### src/rtl/mmio_pkg.sv
// Shared definitions for the MMIO responder: register offsets, CTRL layout and
// the byte-lane merge used by every writable register.
package mmio_pkg;

  localparam logic [7:0] OFF_LED     = 8'h00;
  localparam logic [7:0] OFF_CTRL    = 8'h04;
  localparam logic [7:0] OFF_COUNT   = 8'h08;
  localparam logic [7:0] OFF_RELOAD  = 8'h0C;
  localparam logic [7:0] OFF_SCRATCH = 8'h10;
  localparam logic [7:0] OFF_CYCLE   = 8'h14;

  localparam int unsigned CTRL_EN   = 0;
  localparam int unsigned CTRL_AUTO = 1;
  localparam int unsigned CTRL_PEND = 2;

  // Field order matches the CTRL register bit layout (pend is bit 2).
  typedef struct packed {
    logic pend;
    logic auto_rl;
    logic en;
  } ctrl_t;

  function automatic logic [31:0] byte_merge(input logic [31:0] old_val,
                                             input logic [31:0] wdata,
                                             input logic [3:0]  be);
    logic [31:0] res;
    res = old_val;
    for (int i = 0; i < 4; i++) begin
      if (be[i]) res[8*i +: 8] = wdata[8*i +: 8];
    end
    return res;
  endfunction

endpackage

### src/rtl/mmio_timer.sv
// Down-counting timer with one-shot / auto-reload modes and a sticky pending flag.
module mmio_timer
  import mmio_pkg::*;
(
  input  logic        i_clk,
  input  logic        i_rst_n,
  input  logic        i_wr_count,
  input  logic        i_wr_reload,
  input  logic        i_wr_ctrl,
  input  logic [31:0] i_count_wd,
  input  logic [31:0] i_reload_wd,
  input  logic [2:0]  i_ctrl_wd,
  output logic [31:0] o_count,
  output logic [31:0] o_reload,
  output ctrl_t       o_ctrl,
  output logic        o_irq
);

  logic [31:0] r_count, r_reload, w_count_nxt;
  logic        r_en, r_auto, r_pend;
  logic        w_en_nxt, w_auto_nxt, w_pend_nxt, w_expire;

  always_comb begin
    w_count_nxt = r_count;
    w_en_nxt    = r_en;
    w_auto_nxt  = r_auto;
    w_pend_nxt  = r_pend;
    w_expire    = 1'b0;

    if (i_wr_count) begin
      w_count_nxt = i_count_wd;
    end else if (r_en && (r_count == 32'd0)) begin
      w_expire = 1'b1;
      // r_reload is the pre-edge value, so a coincident RELOAD write is not seen here.
      if (r_auto) w_count_nxt = r_reload;
    end else if (r_en) begin
      w_count_nxt = r_count - 32'd1;
    end

    if (i_wr_ctrl) begin
      w_en_nxt   = i_ctrl_wd[CTRL_EN];
      w_auto_nxt = i_ctrl_wd[CTRL_AUTO];
      if (i_ctrl_wd[CTRL_PEND]) w_pend_nxt = 1'b0;
    end

    // Expiry overrides a simultaneous software clear and EN write.
    if (w_expire) begin
      w_pend_nxt = 1'b1;
      if (!r_auto) w_en_nxt = 1'b0;
    end
  end

  always_ff @(posedge i_clk or negedge i_rst_n) begin
    if (!i_rst_n) begin
      r_count  <= 32'd0;
      r_reload <= 32'd0;
      r_en     <= 1'b0;
      r_auto   <= 1'b0;
      r_pend   <= 1'b0;
    end else begin
      r_count <= w_count_nxt;
      r_en    <= w_en_nxt;
      r_auto  <= w_auto_nxt;
      r_pend  <= w_pend_nxt;
      if (i_wr_reload) r_reload <= i_reload_wd;
    end
  end

  assign o_count        = r_count;
  assign o_reload       = r_reload;
  assign o_ctrl.pend    = r_pend;
  assign o_ctrl.auto_rl = r_auto;
  assign o_ctrl.en      = r_en;
  assign o_irq          = r_pend;

endmodule

### src/rtl/mmio_responder.sv
// MMIO responder beside dmem: decodes a 256-byte window and serves LED, CTRL,
// COUNT, RELOAD, SCRATCH and CYCLE with combinational reads and edge-committed writes.
module mmio_responder
  import mmio_pkg::*;
#(
  parameter logic [31:0] BASE_ADDR = 32'h8000_0000,
  parameter int unsigned LED_WIDTH = 4
) (
  input  logic                 clk,
  input  logic                 reset,
  input  logic                 we,
  input  logic [3:0]           byteEnable,
  input  logic [31:0]          a,
  input  logic [31:0]          wd,
  output logic [31:0]          rd,
  output logic                 hit,
  output logic                 irq,
  output logic [LED_WIDTH-1:0] LED
);

  logic                 w_reg_acc, w_wr;
  logic [7:0]           w_off;
  logic                 w_wr_led, w_wr_ctrl, w_wr_count, w_wr_reload, w_wr_scratch;
  logic [LED_WIDTH-1:0] r_led, w_led_nxt;
  logic [31:0]          r_scratch, r_cycle;
  logic [31:0]          w_led_ext, w_count, w_reload;
  ctrl_t                w_ctrl;

  assign hit       = (a[31:8] == BASE_ADDR[31:8]);
  assign w_reg_acc = hit && (a[1:0] == 2'b00);
  assign w_off     = a[7:0];
  assign w_wr      = we && w_reg_acc && (byteEnable != 4'b0000);

  assign w_wr_led     = w_wr && (w_off == OFF_LED);
  assign w_wr_ctrl    = w_wr && (w_off == OFF_CTRL) && byteEnable[0];
  assign w_wr_count   = w_wr && (w_off == OFF_COUNT);
  assign w_wr_reload  = w_wr && (w_off == OFF_RELOAD);
  assign w_wr_scratch = w_wr && (w_off == OFF_SCRATCH);

  always_comb begin
    w_led_nxt = r_led;
    for (int i = 0; i < LED_WIDTH; i++) begin
      if (byteEnable[i / 8]) w_led_nxt[i] = wd[i];
    end
  end

  always_comb begin
    w_led_ext                = 32'd0;
    w_led_ext[LED_WIDTH-1:0] = r_led;
  end

  always_ff @(posedge clk or negedge reset) begin
    if (!reset) begin
      r_led     <= '0;
      r_scratch <= 32'd0;
      r_cycle   <= 32'd0;
    end else begin
      r_cycle <= r_cycle + 32'd1;
      if (w_wr_led)     r_led     <= w_led_nxt;
      if (w_wr_scratch) r_scratch <= byte_merge(r_scratch, wd, byteEnable);
    end
  end

  mmio_timer u_timer (
    .i_clk       (clk),
    .i_rst_n     (reset),
    .i_wr_count  (w_wr_count),
    .i_wr_reload (w_wr_reload),
    .i_wr_ctrl   (w_wr_ctrl),
    .i_count_wd  (byte_merge(w_count, wd, byteEnable)),
    .i_reload_wd (byte_merge(w_reload, wd, byteEnable)),
    .i_ctrl_wd   (wd[2:0]),
    .o_count     (w_count),
    .o_reload    (w_reload),
    .o_ctrl      (w_ctrl),
    .o_irq       (irq)
  );

  always_comb begin
    rd = 32'd0;
    if (w_reg_acc) begin
      case (w_off)
        OFF_LED:     rd = w_led_ext;
        OFF_CTRL:    rd = {29'd0, w_ctrl};
        OFF_COUNT:   rd = w_count;
        OFF_RELOAD:  rd = w_reload;
        OFF_SCRATCH: rd = r_scratch;
        OFF_CYCLE:   rd = r_cycle;
        default:     rd = 32'd0;
      endcase
    end
  end

  assign LED = r_led;

endmodule

### config.mk
export PLATFORM = sky130hd
export DESIGN_NAME = mmio_responder
export DESIGN_NICKNAME = d
export VERILOG_FILES = /design/src/rtl/mmio_pkg.sv /design/src/rtl/mmio_timer.sv /design/src/rtl/mmio_responder.sv
export SDC_FILE = /design/constraint.sdc
export NUM_CORES = 1
export LEC_CHECK = 0
export CORE_MARGIN = 2
export CORE_UTILIZATION = 45
export CTS_BUF_LIST = sky130_fd_sc_hd__clkbuf_16
export DETAILED_ROUTE_END_ITERATION = 12
export PLACE_DENSITY = 0.72
export SLEW_MARGIN = 15
export SYNTH_ARGS = -nofsm -noshare
export SYNTH_HDL_FRONTEND = slang
export SYNTH_SLANG_ARGS = --single-unit
### constraint.sdc
create_clock -name clk -period 5.8 [get_ports clk]
set_input_delay 0.58 -clock clk [delete_from_list [all_inputs] [get_ports clk]]
set_output_delay 0.58 -clock clk [all_outputs]
set_load 0.1 [all_outputs]
==> metrics.md, run 1 <==
| Metric | Value |
|---|---|
| Max Cap Viol | 0 |
| Resize count post-CTS | 0 |
| Number of synthesized register bits | 135 |
| FILL cells | 1488 |
| Status | completed |
| Synth cell count leaders | dfrtp_1 (135), mux2_2 (97), nand2_1 (73) |
| Initial DRC Count | 577 |
| DRT Pass-1 Iters | 5 |
| Final hold vios | 0 |
| Total clock sinks | 135 |
| PD cells | 218.1 nW/um^2 |
| Final wirelength | 21480 um |
| Die Ht | 135.1 um |
| Final estimated routing congestion in global placement | 0.8525 |
| Root buffer cell | clkbuf_16 |
| Mapped Cells | 771 |
| Most frequent cell after synthesis | dfrtp_1 |
| Core Rows | 47 |
| I/O Pins | 109 |
| Initial core utilization | 46.31% |
| Area growth, synth to finish | 21.85% |
| Slew HR | 27.75% |
| CTS tree | yes |
| Skew-Pair Late Insertion Delay | 420 ps |
| Clock Skews | 5.988 ps |
| Top cell by count, worst path | buf_4 |
| Nets@finish | 938 |
| Critical path class | in2out |
| Fmax | 222.4 MHz |
| Global-route wire length before repair | 34490 um |
| GRT Overall Usage | 24.40% |
| WL per Instance | 19.58 um |
| GRT overflow | 0 |
| Maximum number of pins on one net before global-route repair | 72 |
| Syn Area/Cell | 10.03 sq um |
| Critical Path Source Type | input pin |
| Number of synthesis warnings | 0 |
| Cell variety after synth | 61 |
| Drt via density | 5.985 |
| Period utilization | 77.52% |
| Number of synthesized flops with an enable pin | 0 |
| Worst path top cell family by delay | simple AND/OR/NAND/NOR gates |
| Worst-path cell chain | clkdlybuf4s50_1, or4_1, nor3_1, and3_1, buf_4, a22oi_1, a21oi_1, buf_4 |
| HP Class | in2async |
| CTS Buf Count | 17 |
| Post-CTS setup buffer count | 0 |
| # setup viols final | 0 |
| Post-synth ARST share | 100.0% |
| Ant diodes | 0 |
| Core area | 16700 sq um |
| Multi-input logic area | 4119 sq um |
| H-tree depth | 4 |
| Seq/Total Area, Yosys | 43.68% |
| Worst Tran Pin Value | 1081 ps |
| Clock transition at path regs | 60 ps |
| Register Area | 3378 sq um |
| Max Slew Vio Count | 0 |
| Via count | 6566 |
| Slowest stage delay, CP | 680 ps |
| ANT nets after route | 0 |
| Mapped Nets | 845 |
| Share of cells above drive strength 1 | 20.30% |
| Pleak | 4.171 nW |
| Number of global-route vias before repair | 6337 |
| Setup TNS | 0 ps |
| CP Capture Type | primary output |
| Fin util | 56.44% |
| RSZ-0062 raised after global routing | no |
| DRC | 0 |
| Synth Flop Type | dfrtp_1 |
| Crit-path max FO | 26 |
| Design area | 9425 sq um |
| Worst path bufs/invs | 3 |
| Peak VDD IR | 0.0001711 V |
| Req. time, crit path | 5220 ps |
| Share of the synthesized area in the top cell type | 43.68% |
| Placed Area | 8879 sq um |
| Clock tree buffer depth | 2 |
| Area leader, netlist | dfrtp_1 |
| Total Die Area | 18250 sq um |
| Initial antenna violation count | 1 |
| Die Wd | 135.1 um |
| Hold buffers post-CTS | 0 |
| Placed wire-length estimate | 14910 um |
| Min Clock Period, post-route | 4496 ps |
| Crit path max-delay cell type | or4_1 |
| Critical Path AT | 3920 ps |
| Synth top area cells | dfrtp_1 (44%), mux2_2 (14%), nand2_1 (3.5%) |
| Mapped Area | 7735 sq um |
| I/O Buffers | 108 |
path summary, 6_finish.rpt:
check / start / slack [ps] / depth (start not counted) / to
max in group asynchronous: reset / 4350 / 2 / r_cycle[31]
setup reg to reg: u_timer.o_count[12] / 2370 / 7 / u_timer.o_count[26]
hold / removal: reset / 140 / 1 / r_cycle[12]
hold reg to reg: r_cycle[0] / 480 / 1 / r_cycle[0]
min in group clk: r_cycle[0] / 480 / 1 / r_cycle[0]
setup / recovery: a[1] / 1300 / 8 / rd[27]
through the flow:
stage	hold WS [ps]	cells	worst slack (ps)	power (mW)
4_1_cts	167.3	1097	1325	2.066
3_5_place_dp	461.8	1065	1342	1.060
2_1_floorplan	284.4	771	809.3	0.9767
6_report	141.6	1097	1304	2.056
3_3_place_gp	459.8	1065	1453	1.060
5_1_grt	190.3	1097	1149	2.112
cells by family after synthesis:
family,Yosys count,synth area share [%]
AOI/OAI and AO/OA,160,14.17
xor gates and xnor gates,45,5.095
adders and majority gates,3,0.4853
buffers and inverters,53,3.187
DFF,135,43.68
muxes,111,15.98
and+or+nand+nor,264,17.41
area by class of cell:
cell class                 instances  area share, %
inverter                           9         0.3584
sequential                       135          35.84
multi-input combinational        583          43.70
clock buffer                      17          4.513
clock inverter                    15          1.288
timing repair buffer             118          11.38
tap                              220          2.920
routing by layer:
layer / global-route usage, % / wire, um / vias up
li1: - / - / 3053
met1: 35.48 / 10100 / 3238
met2: 36.44 / 9642 / 247
met3: 5.556 / 1422 / 26
met4: 7.407 / 304 / 2
met5: 0 / 8 / -
worst reg2reg max path: stages (launching register included):
cell and delay, ps:
dfrtp_1 460, nor4_1 520, nand3_1 620, or3_1 870, buf_4 380, o21a_1 210, o21ai_0 80, a31oi_1 120
where the power goes:
part | total (mW) | internal, mW | switching [mW]
Clock | 1.01 | 0.616 | 0.397
Combinational | 0.100 | 0.0502 | 0.0502
Sequential | 0.942 | 0.942 | 0.00000000302
state kept, by name, indices dropped and copies added (netlist names):
signal            count
r_cycle              32
r_scratch            32
u_timer.o_count      32
u_timer.o_reload     32
LED                   4
u_timer.o_irq         1
u_timer.r_auto        1
u_timer.r_en          1
cells in the final DEF (no fill, tap or decap), drive strengths merged, types with 3 or more instances in the layout:
cell	Yosys	layout
a211o	3	3
a21oi	50	50
a222oi	3	3
a22oi	28	28
a311o	3	3
a31oi	6	6
and3	8	8
buf	19	44
clkbuf	25	17
clkdlybuf4s50	0	74
clkinv	0	8
dfrtp	135	135
ha	3	3
inv	9	12
mux2	97	97
mux2i	14	14
nand2	74	74
nand3	30	30
nand4	14	14
nand4b	3	3
nor2	62	62
nor2b	3	3
nor3	19	19
nor4	19	19
nor4b	4	4
o211ai	12	12
o21ai	27	27
o221a	12	12
o22ai	4	4
o311ai	3	3
or3	8	8
or4	7	7
xnor2	24	24
xor2	21	21
No activity file was read; power rests on OpenSTA's default activity.
==> run 2, diff against run 1 <==
clock period = 4.24 ns   (was 5.8 ns; I/O delays follow)
==> run 2 against run 1 <==
Net effect:
- clock skew up 4.2 ps
- total power up 45%
- utilization up 3.4 points
- sequential power up 37%
- critical path depth up 1
- first-iteration DRC count down 0.69%
- clock power up 53%
- via count up 1.8%
- combinational power up 41%
- largest cell class unchanged
==> metrics.md, run 2 (synthesis results as in run 1) <==
| Metric | Value |
|---|---|
| I/O Pins | 109 (unchanged) |
| Peak VDD IR | 0.0002787 V (+63%) |
| Reg2Reg Capture Point | u_timer.o_count[21] |
| Hold buffers post-CTS | 0 (unchanged) |
| R2R depth | 7 (unchanged) |
| RSZ-0062 raised after global routing | no |
| FILL cells | 1412 (-5.1%) |
| Commonest non-fill, non-tap cell in the layout | dfrtp_1 |
| Share of cells above drive strength 1 | 22.13% (+1.8 points) |
| Die Ht | 135.1 um (unchanged) |
| GRT Overall Usage | 24.90% (+0.50 points) |
| Initial antenna violation count | 0 (-1) |
| Number of global-route vias before repair | 6717 (+6.0%) |
| Crit-path max FO | 25 (-3.8%) |
| Critical Path AT | 3240 ps (-680 ps) |
| DRT Pass-1 Iters | 5 (unchanged) |
| Ant diodes | 0 (unchanged) |
| Via count | 6684 (+1.8%) |
| H-tree depth | 4 (unchanged) |
| Core area | 16700 sq um (unchanged) |
| Most frequent cells in the layout | dfrtp_1 (135), mux2_2 (97), nand2_1 (73), clkdlybuf4s50_1 (73), nor2_1 (60) |
| Clock transition at path regs | 60 ps (about the same) |
| Clock tree buffer depth | 2 (unchanged) |
| Core Rows | 47 (unchanged) |
| Fmax | 273.0 MHz |
| Nets@finish | 951 (+1.4%) |
| GRT overflow | 0 (unchanged) |
| Total clock sinks | 135 (unchanged) |
| Worst hold slack | 9.937 ps (-131.7 ps) |
| ANT nets after route | 0 (unchanged) |
| Die Wd | 135.1 um (unchanged) |
| Max Cap Viol | 0 (unchanged) |
| Total Die Area | 18250 sq um (unchanged) |
| Final wirelength | 21810 um (+1.5%) |
| Clock Skews | 10.14 ps (+4.155 ps) |
| Period utilization | 86.40% |
| PD cells | 298.5 nW/um^2 (+37%) |
| Skew-Pair Late Insertion Delay | 430 ps (about the same) |
| Pleak | 4.346 nW (+4.2%) |
| Initial DRC Count | 573 (-0.69%) |
| Global-route wire length before repair | 35430 um (+2.7%) |
| Post-CTS setup buffer count | 0 (unchanged) |
| Critical path class | in2out |
| Drt via density | 6.022 (+0.60%) |
| WL per Instance | 19.65 um (+0.35%) |
| HP Class | in2async |
| Min Clock Period, post-route | 3663 ps |
| Final hold vios | 0 (unchanged) |
| # setup viols final | 0 (unchanged) |
| Root buffer cell | clkbuf_16 |
| Initial core utilization | 46.31% (unchanged) |
| Setup slack, reg-to-reg | 1000 ps (-1370 ps) |
| Max Slew Vio Count | 0 (unchanged) |
| Setup TNS | 0 ps (unchanged) |
| Status | completed |
| DRC | 0 (unchanged) |
| Final estimated routing congestion in global placement | 0.8823 (+3.5%) |
| CP Capture Type | primary output |
| CTS tree | yes |
| Resize count post-CTS | 0 (unchanged) |
| Worst r2r src | u_timer.o_count[20] |
| I/O Buffers | 108 (unchanged) |
| Maximum number of pins on one net before global-route repair | 68 (-5.6%) |
| Req. time, crit path | 3820 ps (-1400 ps) |
| Area growth, synth to finish | 29.13% |
| Slew HR | 25.31% (-2.4 points) |
| CTS Buf Count | 17 (unchanged) |
| Worst Tran Pin Value | 1118 ps (+36.59 ps) |
| Critical Path Source Type | input pin |
| Placed wire-length estimate | 15200 um (+1.9%) |
[run 2: changes by cell type in the layout (fill, tap and decap cells not counted)]
cell | previous run | this run
buf_12 | 0 | 32
buf_4 | 42 | 24
clkinv_1 | 4 | 2
clkinv_2 | 4 | 3
clkdlybuf4s50_1 | 74 | 73
nor2_1 | 61 | 60
inv_1 | 12 | 10
clkinv_4 | 0 | 2
bufinv_16 | 2 | 4
clkinvlp_4 | 2 | 3
nor2_2 | 1 | 2
[run 2: layer usage]
layer / GRT usage (%) / routed length (um) / vias up
li1: - / - / 3083
met1: 34.31 / 9888 / 3325
met2: 39.57 / 10160 / 243
met3: 5.068 / 1331 / 33
met4: 8.102 / 436 / 0
met5: 0 / 0 / -
[run 2: report_power, final]
group	internal, mW	leakage (nW)	switching [mW]	total [mW]
combinational	0.0698	2.26	0.0711	0.141
clock	0.974	0.295	0.578	1.55
sequential	1.29	1.79	0.00000000398	1.29
total	2.33	4.35	0.649	2.98
[run 2: worst max path at each step]
stage	start	end	slack, ps
global placement	a[1]	rd[16]	700
floorplan	a[27]	rd[24]	90
finish	a[1]	rd[18]	580
global route	a[1]	rd[18]	450
detailed placement	a[1]	rd[19]	640
CTS	a[1]	rd[19]	630
[run 2: cell type report]
type	count	area (sq um)	area share (%)
clock inverters	15	186.4	1.866
clock buffers	17	425.4	4.259
repair buffers	131	1568	15.70
inverters	9	33.78	0.3382
flip-flops and latches	135	3378	33.82
well taps	220	275.3	2.756
multi-input cells	583	4121	41.26
[run 2: per-stage QoR]
| step | area [sq um] | setup slack [ps] | utilization [%] | std cells | power [mW] |
|---|---|---|---|---|---|
| global route | 9988 | 454.8 | 59.81 | 1110 | 3.051 |
| global placement | 9376 | 698.2 | 56.14 | 1078 | 1.453 |
| detailed placement | 9376 | 643.2 | 56.14 | 1078 | 1.454 |
| CTS | 9988 | 632.5 | 59.81 | 1110 | 2.997 |
| finish | 9988 | 576.8 | 59.81 | 1110 | 2.981 |
| floorplan | 7737 | 90.03 | - | 771 | 1.336 |
[run 2: worst max-delay path: stages]
cell and delay (ps):
clkdlybuf4s50_1 490, or4_1 710, nor3_1 190, buf_4 180, and3_1 190, buf_4 340
a22oi_1 170, a21oi_1 320, buf_12 220
